**src/rtl/mb_crc_serial_tx_pkg.sv**
```systemverilog
// Shared definitions for the serial link transmitter and the receiver-side checker.
// Holds the CRC width and polynomial, the frame length helper and the TX FSM states.
// Both ends of the link import this package so the framing stays consistent.
package mb_serial_pkg;

  localparam int CRC_W = 4;

  // x^4 + x + 1, x^4 term implied
  localparam logic [CRC_W-1:0] CRC_POLY = 4'b0011;

  typedef enum logic [1:0] {
    IDLE  = 2'd0,
    START = 2'd1,
    DATA  = 2'd2,
    CRC   = 2'd3
  } tx_state_t;

  // Cycles per frame: start bit, payload, CRC
  function automatic int FRAME_LEN(input int data_w);
    return 1 + data_w + CRC_W;
  endfunction

endpackage

```
**src/rtl/mb_crc_serial_tx_if.sv**
```systemverilog
// Parallel load handshake into the serial transmitter.
// No latency of its own; pure signal bundle.
// Upstream holds LOAD_VALID/LOAD_DATA until LOAD_READY is seen on a rising edge.
interface mb_crc_serial_tx_if #(
  parameter int DATA_W = 8
);

  logic              LOAD_VALID;
  logic [DATA_W-1:0] LOAD_DATA;
  logic              LOAD_READY;

  modport master (
    output LOAD_VALID,
    output LOAD_DATA,
    input  LOAD_READY
  );

  modport slave (
    input  LOAD_VALID,
    input  LOAD_DATA,
    output LOAD_READY
  );

endinterface

```
**src/rtl/mb_crc_serial_tx_lfsr.sv**
```systemverilog
// Serial CRC generator: one bit per enable, then shifts the remainder out MSB-first.
// Register updates on the same edge as enable/shift_out; crc is a plain register output.
// No handshake; the owner sequences clear/enable/shift_out cycle by cycle.
module mb_crc4_lfsr #(
  parameter int                CRC_W = mb_serial_pkg::CRC_W,
  parameter logic [CRC_W-1:0]  POLY  = mb_serial_pkg::CRC_POLY
) (
  input  logic             CLK,
  input  logic             CLR,
  input  logic             clear,
  input  logic             enable,
  input  logic             shift_out,
  input  logic             din,
  output logic [CRC_W-1:0] crc
);

  logic fb;

  assign fb = din ^ crc[CRC_W-1];

  // Clear wins over update; shift-out fills with zeros and takes no feedback
  always_ff @(posedge CLK or negedge CLR) begin
    if (!CLR) begin
      crc <= '0;
    end else if (clear) begin
      crc <= '0;
    end else if (enable) begin
      crc <= {crc[CRC_W-2:0], 1'b0} ^ (fb ? POLY : '0);
    end else if (shift_out) begin
      crc <= {crc[CRC_W-2:0], 1'b0};
    end
  end

endmodule

```
**src/rtl/mb_crc_serial_tx.sv**
```systemverilog
// Serial link transmitter: start bit, payload MSB-first, then 4-bit CRC MSB-first.
// Start bit appears on SDO the cycle after the accept edge; frame is 1+DATA_W+CRC_W cycles.
// LOAD_READY only in IDLE or the last CRC cycle, so back-to-back frames have no gap.
module mb_crc_serial_tx
  import mb_serial_pkg::*;
#(
  parameter int                DATA_W = 8,
  parameter int                CRC_W  = mb_serial_pkg::CRC_W,
  parameter logic [CRC_W-1:0]  POLY   = mb_serial_pkg::CRC_POLY
) (
  input  logic                CLK,
  input  logic                CLR,
  mb_crc_serial_tx_if.slave   load,
  output logic                SDO,
  output logic                SDO_VALID,
  output logic                FRAME_START,
  output logic                FRAME_END,
  output logic [7:0]          FRAME_CNT
);

  localparam int CNT_W = $clog2(DATA_W + 1);

  tx_state_t         state;
  logic [DATA_W-1:0] shift_q;
  logic [CNT_W-1:0]  cnt;
  logic [CRC_W-1:0]  crc;
  logic              accept;
  logic              last_data;
  logic              last_crc;

  assign last_data       = (state == DATA) && (cnt == '0);
  assign last_crc        = (state == CRC)  && (cnt == '0);
  assign load.LOAD_READY = (state == IDLE) || last_crc;
  assign accept          = load.LOAD_VALID && load.LOAD_READY;

  // CRC folds in each payload bit on the edge that moves it onto SDO,
  // so the remainder is complete by the edge that leaves the last data cycle.
  mb_crc4_lfsr #(
    .CRC_W (CRC_W),
    .POLY  (POLY)
  ) u_crc (
    .CLK       (CLK),
    .CLR       (CLR),
    .clear     (accept),
    .enable    ((state == START) || ((state == DATA) && !last_data)),
    .shift_out (last_data || (state == CRC)),
    .din       (shift_q[DATA_W-1]),
    .crc       (crc)
  );

  // Frame sequencer with registered line outputs; cnt counts down through DATA then CRC
  always_ff @(posedge CLK or negedge CLR) begin
    if (!CLR) begin
      state       <= IDLE;
      shift_q     <= '0;
      cnt         <= '0;
      SDO         <= 1'b0;
      SDO_VALID   <= 1'b0;
      FRAME_START <= 1'b0;
      FRAME_END   <= 1'b0;
      FRAME_CNT   <= 8'd0;
    end else begin
      if (last_crc) begin
        FRAME_CNT <= FRAME_CNT + 8'd1;
      end
      if (accept) begin
        state       <= START;
        shift_q     <= load.LOAD_DATA;
        SDO         <= 1'b1;
        SDO_VALID   <= 1'b1;
        FRAME_START <= 1'b1;
        FRAME_END   <= 1'b0;
      end else begin
        case (state)
          IDLE: begin
            SDO         <= 1'b0;
            SDO_VALID   <= 1'b0;
            FRAME_START <= 1'b0;
            FRAME_END   <= 1'b0;
          end
          START: begin
            state       <= DATA;
            SDO         <= shift_q[DATA_W-1];
            shift_q     <= {shift_q[DATA_W-2:0], 1'b0};
            cnt         <= CNT_W'(DATA_W - 1);
            FRAME_START <= 1'b0;
          end
          DATA: begin
            if (cnt == '0) begin
              state     <= CRC;
              SDO       <= crc[CRC_W-1];
              cnt       <= CNT_W'(CRC_W - 1);
              FRAME_END <= (CRC_W == 1);
            end else begin
              SDO     <= shift_q[DATA_W-1];
              shift_q <= {shift_q[DATA_W-2:0], 1'b0};
              cnt     <= cnt - 1'b1;
            end
          end
          CRC: begin
            if (cnt == '0) begin
              state     <= IDLE;
              SDO       <= 1'b0;
              SDO_VALID <= 1'b0;
              FRAME_END <= 1'b0;
            end else begin
              SDO       <= crc[CRC_W-1];
              cnt       <= cnt - 1'b1;
              FRAME_END <= (cnt == CNT_W'(1));
            end
          end
          default: state <= IDLE;
        endcase
      end
    end
  end

endmodule

```
**src/flat_wrapper.sv**
```systemverilog
// flat-port wrapper written by rule: the top's interface ports become plain ports
module mb_crc_serial_tx_flat import mb_serial_pkg::*;
#(
  parameter int                DATA_W = 8,
  parameter int                CRC_W  = mb_serial_pkg::CRC_W,
  parameter logic [CRC_W-1:0]  POLY   = mb_serial_pkg::CRC_POLY
)
  (CLK, CLR, SDO, SDO_VALID, FRAME_START, FRAME_END, FRAME_CNT, load_LOAD_VALID, load_LOAD_DATA, load_LOAD_READY);
  mb_crc_serial_tx_if #(.DATA_W(DATA_W)) load_i ();
  input  logic CLK;
  input  logic CLR;
  output logic SDO;
  output logic SDO_VALID;
  output logic FRAME_START;
  output logic FRAME_END;
  output logic [7:0] FRAME_CNT;
  input wire logic [$bits(load_i.LOAD_VALID)-1:0] load_LOAD_VALID;
  input wire logic [$bits(load_i.LOAD_DATA)-1:0] load_LOAD_DATA;
  output wire logic [$bits(load_i.LOAD_READY)-1:0] load_LOAD_READY;
  assign load_i.LOAD_VALID = load_LOAD_VALID;
  assign load_i.LOAD_DATA = load_LOAD_DATA;
  assign load_LOAD_READY = load_i.LOAD_READY;
  mb_crc_serial_tx #(.DATA_W(DATA_W), .CRC_W(CRC_W), .POLY(POLY)) u_core (.CLK(CLK), .CLR(CLR), .load(load_i), .SDO(SDO), .SDO_VALID(SDO_VALID), .FRAME_START(FRAME_START), .FRAME_END(FRAME_END), .FRAME_CNT(FRAME_CNT));
endmodule
```
**config.mk**
```make
export PLATFORM = sky130hd
export DESIGN_NAME = mb_crc_serial_tx_flat
export DESIGN_NICKNAME = d
export VERILOG_FILES = /design/src/rtl/mb_crc_serial_tx_pkg.sv /design/src/rtl/mb_crc_serial_tx_if.sv /design/src/rtl/mb_crc_serial_tx_lfsr.sv /design/src/rtl/mb_crc_serial_tx.sv /design/src/flat_wrapper.sv
export SDC_FILE = /design/constraint.sdc
export NUM_CORES = 1
export LEC_CHECK = 0
export BUFFER_PORTS_ARGS = -buffer_cell sky130_fd_sc_hd__buf_2
export CORE_ASPECT_RATIO = 0.6
export CORE_MARGIN = 8
export CORE_UTILIZATION = 40
export CTS_BUF_LIST = sky130_fd_sc_hd__clkbuf_4 sky130_fd_sc_hd__clkbuf_8
export CTS_CLUSTER_DIAMETER = 120
export DETAILED_ROUTE_END_ITERATION = 8
export GPL_TIMING_DRIVEN = 0
export SLEW_MARGIN = 25
export SYNTH_ARGS = -nofsm -noshare
export SYNTH_HDL_FRONTEND = slang
export SYNTH_HIERARCHICAL = 1
export SYNTH_SLANG_ARGS = --single-unit
export TNS_END_PERCENT = 1
```
**constraint.sdc**
```tcl
create_clock -name CLK -period 2.95 [get_ports CLK]
set_clock_uncertainty 0.2 [all_clocks]
set_input_delay 0.295 -clock CLK [delete_from_list [all_inputs] [get_ports CLK]]
set_output_delay 0.295 -clock CLK [all_outputs]
set_load 0.02 [all_outputs]
```
-- Yosys cells after proc, flatten, opt, wreduce, memory -nomap -nowiden
Index checks and enable logic that the tools add are counted.
- $add $sub $neg: 2
- eq/ne operators: 8
- multiplexer cells: 26
- bitwise gates (word level): 3
- reduce and logical (&&, ||, !) cells: 23
- operator list (cell ; count):
    $mux W4 ; 5
    $mux W8 ; 2
    $pmux W8 S2 ; 1
    $pmux W4 S3 ; 1
    $reduce_bool A3 Y1 ; 4
    $mux W1 ; 9
    $add A8 B1 Y8 const B ; 1
    $mux W2 ; 4
    $reduce_bool A4 Y1 ; 2
    $ne A3 B2 Y1 const B ; 2
    $pmux W2 S3 ; 1
    $reduce_and A2 Y1 ; 3
    $reduce_and A3 Y1 ; 2
    $eq A2 B2 Y1 const B ; 2
    $eq A4 B1 Y1 const B ; 1
    $logic_and A1 B1 Y1 ; 4
    $logic_not A4 Y1 ; 1
    $pmux W1 S4 ; 1
    $sub A4 B1 Y4 const B ; 1
    $xor A4 B2 Y4 ; 1
    $logic_or A1 B1 Y1 ; 3
    $ne A3 B1 Y1 const B ; 1
    $pmux W1 S3 ; 1
    $eq A2 B1 Y1 const B ; 1
    8 further kinds ; 8
- bits in registers: 30
- input port bits: 11
- output and inout port bits: 13
- word-level logic and storage cells: 71

-- Depth between registers and ports, before layout
- depth after elaboration: 7
- depth in mapped cells: 9

-- Modules after synthesis
Netlist, hierarchy kept.
- modules (own cells, without submodules) (module ; times used ; cells each ; area an instance (um^2)):
    mb_crc_serial_tx ; 1 ; 164 ; 1682.9
    mb_crc4_lfsr ; 1 ; 19 ; 186.4

-- Worst setup path before layout
No wires, ideal clock.
- kind: reg-to-reg
- start point: reg u_core.cnt[1]
- end point: reg u_core.u_crc.crc[1]
- library setup time: 0.154 ns
- arrival time: 1.845 ns
- required time: 2.596 ns
- slack: 0.751 ns
- cell stages (with the launch flop): 10
- period minus slack after synthesis: 2.199 ns
- path through: dfrtp_1 inv_1 ha_1 nor3b_2 clkbuf_1 nor2_1 nor2_1 nor2b_1 a211oi_1 a211oi_1
- word-level cells in the longest chain between the ends: 7
- elaborated cells on any way between the ends: 12
- classes of those cells: mux: 2; reduce/logical: 10
- ends and longest elaborated chain (element ; RTL line ; text):
    start, declared ; mb_crc_serial_tx.sv:25 ; logic [CNT_W-1:0] cnt;
    start signal, assigned ; mb_crc_serial_tx.sv:85 ; cnt <= CNT_W'(DATA_W - 1);
    start signal, assigned ; mb_crc_serial_tx.sv:92 ; cnt <= CNT_W'(CRC_W - 1);
    start signal, assigned ; mb_crc_serial_tx.sv:97 ; cnt <= cnt - 1'b1;
    $logic_not A4 Y1 * ; mb_crc_serial_tx.sv:31, mb_crc_serial_tx.sv:32 ;
    $logic_and A1 B1 Y1 ; mb_crc_serial_tx.sv:31 ; assign last_data = (state == DATA) && (cnt == '0);
    $logic_not A1 Y1 ; mb_crc_serial_tx.sv:45 ; .enable ((state == START) || ((state == DATA) && !last_data)),
    $logic_and A1 B1 Y1 ; mb_crc_serial_tx.sv:45 ;
    $logic_or A1 B1 Y1 ; mb_crc_serial_tx.sv:45 ;
    $mux W4 ; mb_crc_serial_tx_lfsr.sv:27 ; end else if (enable) begin
    $mux W4 ; mb_crc_serial_tx_lfsr.sv:25 ; end else if (clear) begin
    end signal, assigned ; mb_crc_serial_tx_lfsr.sv:28 ; crc <= {crc[CRC_W-2:0], 1'b0} ^ (fb ? POLY : '0);
    end signal, assigned ; mb_crc_serial_tx_lfsr.sv:30 ; crc <= {crc[CRC_W-2:0], 1'b0};
    end, declared ; mb_crc_serial_tx_lfsr.sv:14 ; output logic [CRC_W-1:0] crc
Mark *: on every way between the ends. The rest lies on a longest branch, timed or not.
A chain may end at the register's enable or synchronous reset.

-- Worst setup path after layout
Same ends and word-level chain as after synthesis.

==> qor.yml <==
critical_path:
  critPathLaunchType: "flip-flop"
  crit_type: "flip-flop to flip-flop"
  worstPathMaxFanout: 10
  cp.required_ns: 2.88
  worstPathArrival_ns: 2.66
  end_kind: "flip-flop"
clock_network:
  htreeDepth: 2
  cts_tree: "done"
  clk_pin_slew_ns: 0.07
  clock-sinks: 30
  clock_latency_ns: 0.28
  cts_buffer_depth: 2
  clockRootBuffer: "clkbuf_8"
  numCtsBuffers: 5
route:
  detail_route.vias_per_cell: 5.75
  firstDrtPassIters: 4
  vias: 1593
  wl_per_cell_um: 17.6
  drc: 0
  drt_iter0_markers: 125
  detail-route-antenna-nets: 0
  wirelength_um: 4890
synth:
  ys_types: 49
  syn_area_um2: 1870
  yosys_warnings: 6
  synth_edf_count: 0
  synth.avg_cell_area_um2: 10.2
  ys.flop_type: "dfrtp_1"
  synth.top_cell.area_share_pct: 40.2
  synthArstFlopShare_pct: 100
  synth_nets: 198
  netlist_instances: 183
  ys_ff_latch: 30
  synth_area_leaders: "dfrtp_1 (40%), mux2i_1 (4.3%), and4b_1 (3.7%)"
  synth-seq-area-share_pct: 40.2
  yosysTopAreaCell: "dfrtp_1"
placed_design:
  numPortBuffers: 22
  dpl.hpwl_um: 3440
  finalWeightedCongestion: 0.811
timing:
  fin_crit_ns: 2.73
  rsz0062_at_grt: "false"
  finalSetupViolCount: 0
  setup_tns_ns: 0
  tightest_slew_ns: 0.778
  max_freq_mhz: 366
  period_share_pct: 92.6
  finalHoldViolCount: 0
  drv_slew: 0
  slew_headroom_pct: 48.1
global_routing:
  grt_pass1_wl_um: 8090
  grt_pass1_vias: 1672
  grt_usage_pct: 14.3
  grt_remaining_overflow: 0
  antenna_found_initial: 0
  grt_max_degree: 31
power:
  ir_drop_v: 0.000426
  power_density_nw_per_um2: 1140
  leakage_nw: 0.977
  totalPowerFinal_mw: 2.48
floorplanning:
  die_w_um: 104
  io_pins: 24
  core_um2: 4540
  die_h_um: 69.0
  floorplan.initialDensity_pct: 41.2
  die-area_um2: 7190
  rows: 19
cells_and_area:
  drive_gt1_share_pct: 19.6
  diodes: 0
  finalNetCount: 228
  area_growth_pct: 16.5
flow_run:
  maxCapViolations: 0
status:
  outcome: "finished, final reports clean"
worst_hold_path:
  hp-class: "primary input to flip-flop"
==> metrics by stage <==
step	instance area (µm²)	utilization [%]	setup slack, ns	hold WS [ns]	std cells
after CTS	2180	47.9	0.242	0.145	277
after global routing	2180	47.9	0.0115	0.191	277
after floorplan	1870	-	0.751	-0.201	183
after detailed placement	2060	45.3	0.264	0.184	268
final	2180	47.9	0.220	0.143	277
after global placement	2060	45.3	0.349	0.171	268
==> final cells by class <==
class / count / area, µm²
plain buffers: 15 / 87.6
clock buffers: 5 / 68.8
clock inverters: 3 / 40.0
fillers: 425 / 2360
inverters: 8 / 30.0
multi-input cells: 130 / 1000
flip-flops and latches: 30 / 751
well taps: 63 / 78.8
repair buffers: 23 / 120
==> placed cells by master (no fill, tap or decap), types with 4 or more instances in the layout <==
cell type | netlist | final
a21oi_1 | 6 | 6
and4b_1 | 7 | 7
buf_2 | 4 | 26
clkbuf_1 | 5 | 5
clkbuf_8 | 0 | 5
dfrtp_1 | 30 | 30
ha_1 | 4 | 4
inv_1 | 7 | 7
mux2i_1 | 8 | 8
nand2_1 | 9 | 9
nand2b_1 | 11 | 11
nand3_1 | 4 | 4
nor2_1 | 7 | 7
nor3b_1 | 8 | 8
o21ai_0 | 5 | 5
o221a_1 | 6 | 6
o31a_1 | 7 | 7
xnor2_1 | 7 | 7
==> registers in the layout (all words and copies together), names as in the netlist <==
name / cells
u_core/cnt: 4
u_core/FRAME_START: 1
u_core/SDO: 1
u_core/shift_q: 8
u_core/SDO_VALID: 1
u_core/FRAME_END: 1
u_core/state: 2
u_core/FRAME_CNT: 8
u_core/u_crc/crc: 4
==> worst max-delay path, stage by stage, from the launching register on <==
cell and delay, ns:
dfrtp_1 0.41, inv_1 0.14, ha_1 0.26, nor3b_2 0.41
clkbuf_1 0.42, nor2_1 0.08, nor2_1 0.28, nor2b_1 0.09
a211oi_1 0.23, a211oi_1 0.08
==> kinds of logic (layout without fill, tap and decap cells) <==
group	count (synthesis)	in the layout	synth area share, %
buffers and inverters	23	54	6.29
adder cells (fa/ha/maj)	4	4	2.68
AND/OR/NAND/NOR	61	61	21.2
XOR/XNOR	9	9	4.22
flip-flops	30	30	40.2
AO/OA/AOI/OAI	46	46	19.9
multiplexers	10	10	5.49
==> where the power goes <==
group          total (mW)  internal, mW  switching [mW]  leakage [nW]
Combinational        1.33         0.578           0.749         0.556
Sequential          0.737         0.589           0.147         0.363
Clock               0.416         0.248           0.167        0.0579
Total                2.48          1.42            1.06         0.977
==> layer usage <==
metal | up-vias | routed length [µm] | track usage (%)
li1 | 746 | - | -
met1 | 792 | 2320 | 17.9
met2 | 48 | 2230 | 23.9
met3 | 7 | 254 | 3.06
met4 | 0 | 77 | 6.62
met5 | - | 0 | 0
==> worst paths after layout <==
kind                       depth (start not counted)  slack [ns]                  end           startpoint
max in group asynchronous                          2        1.70        u_core/cnt[3]                  CLR
setup / recovery                                   9        0.22  u_core/u_crc/crc[1]        u_core/cnt[1]
hold reg to reg                                    1        0.29  u_core/FRAME_CNT[7]  u_core/FRAME_CNT[7]
min in group asynchronous                          2        0.39    u_core/shift_q[5]                  CLR
hold / removal                                     3        0.14    u_core/shift_q[0]    load_LOAD_DATA[0]
setup reg to reg                                   9        0.22  u_core/u_crc/crc[1]        u_core/cnt[1]
==> timing repair <==
item	4_1_cts	5_1_grt
resized for setup	0	0
hold buffers	1	0
buffers inserted	0	0
hold endpoints to repair	30	0
==> cell usage after synthesis, types with 6 or more instances <==
library cell and instances:
a21oi_1 6, nor2_1 7, o221a_1 6, and4b_1 7, inv_1 7, xnor2_1 7
nand2_1 9, mux2i_1 8, o31a_1 7, dfrtp_1 30, nor3b_1 8, nand2b_1 11
Note: power is estimated with default switching activity, not from simulation.
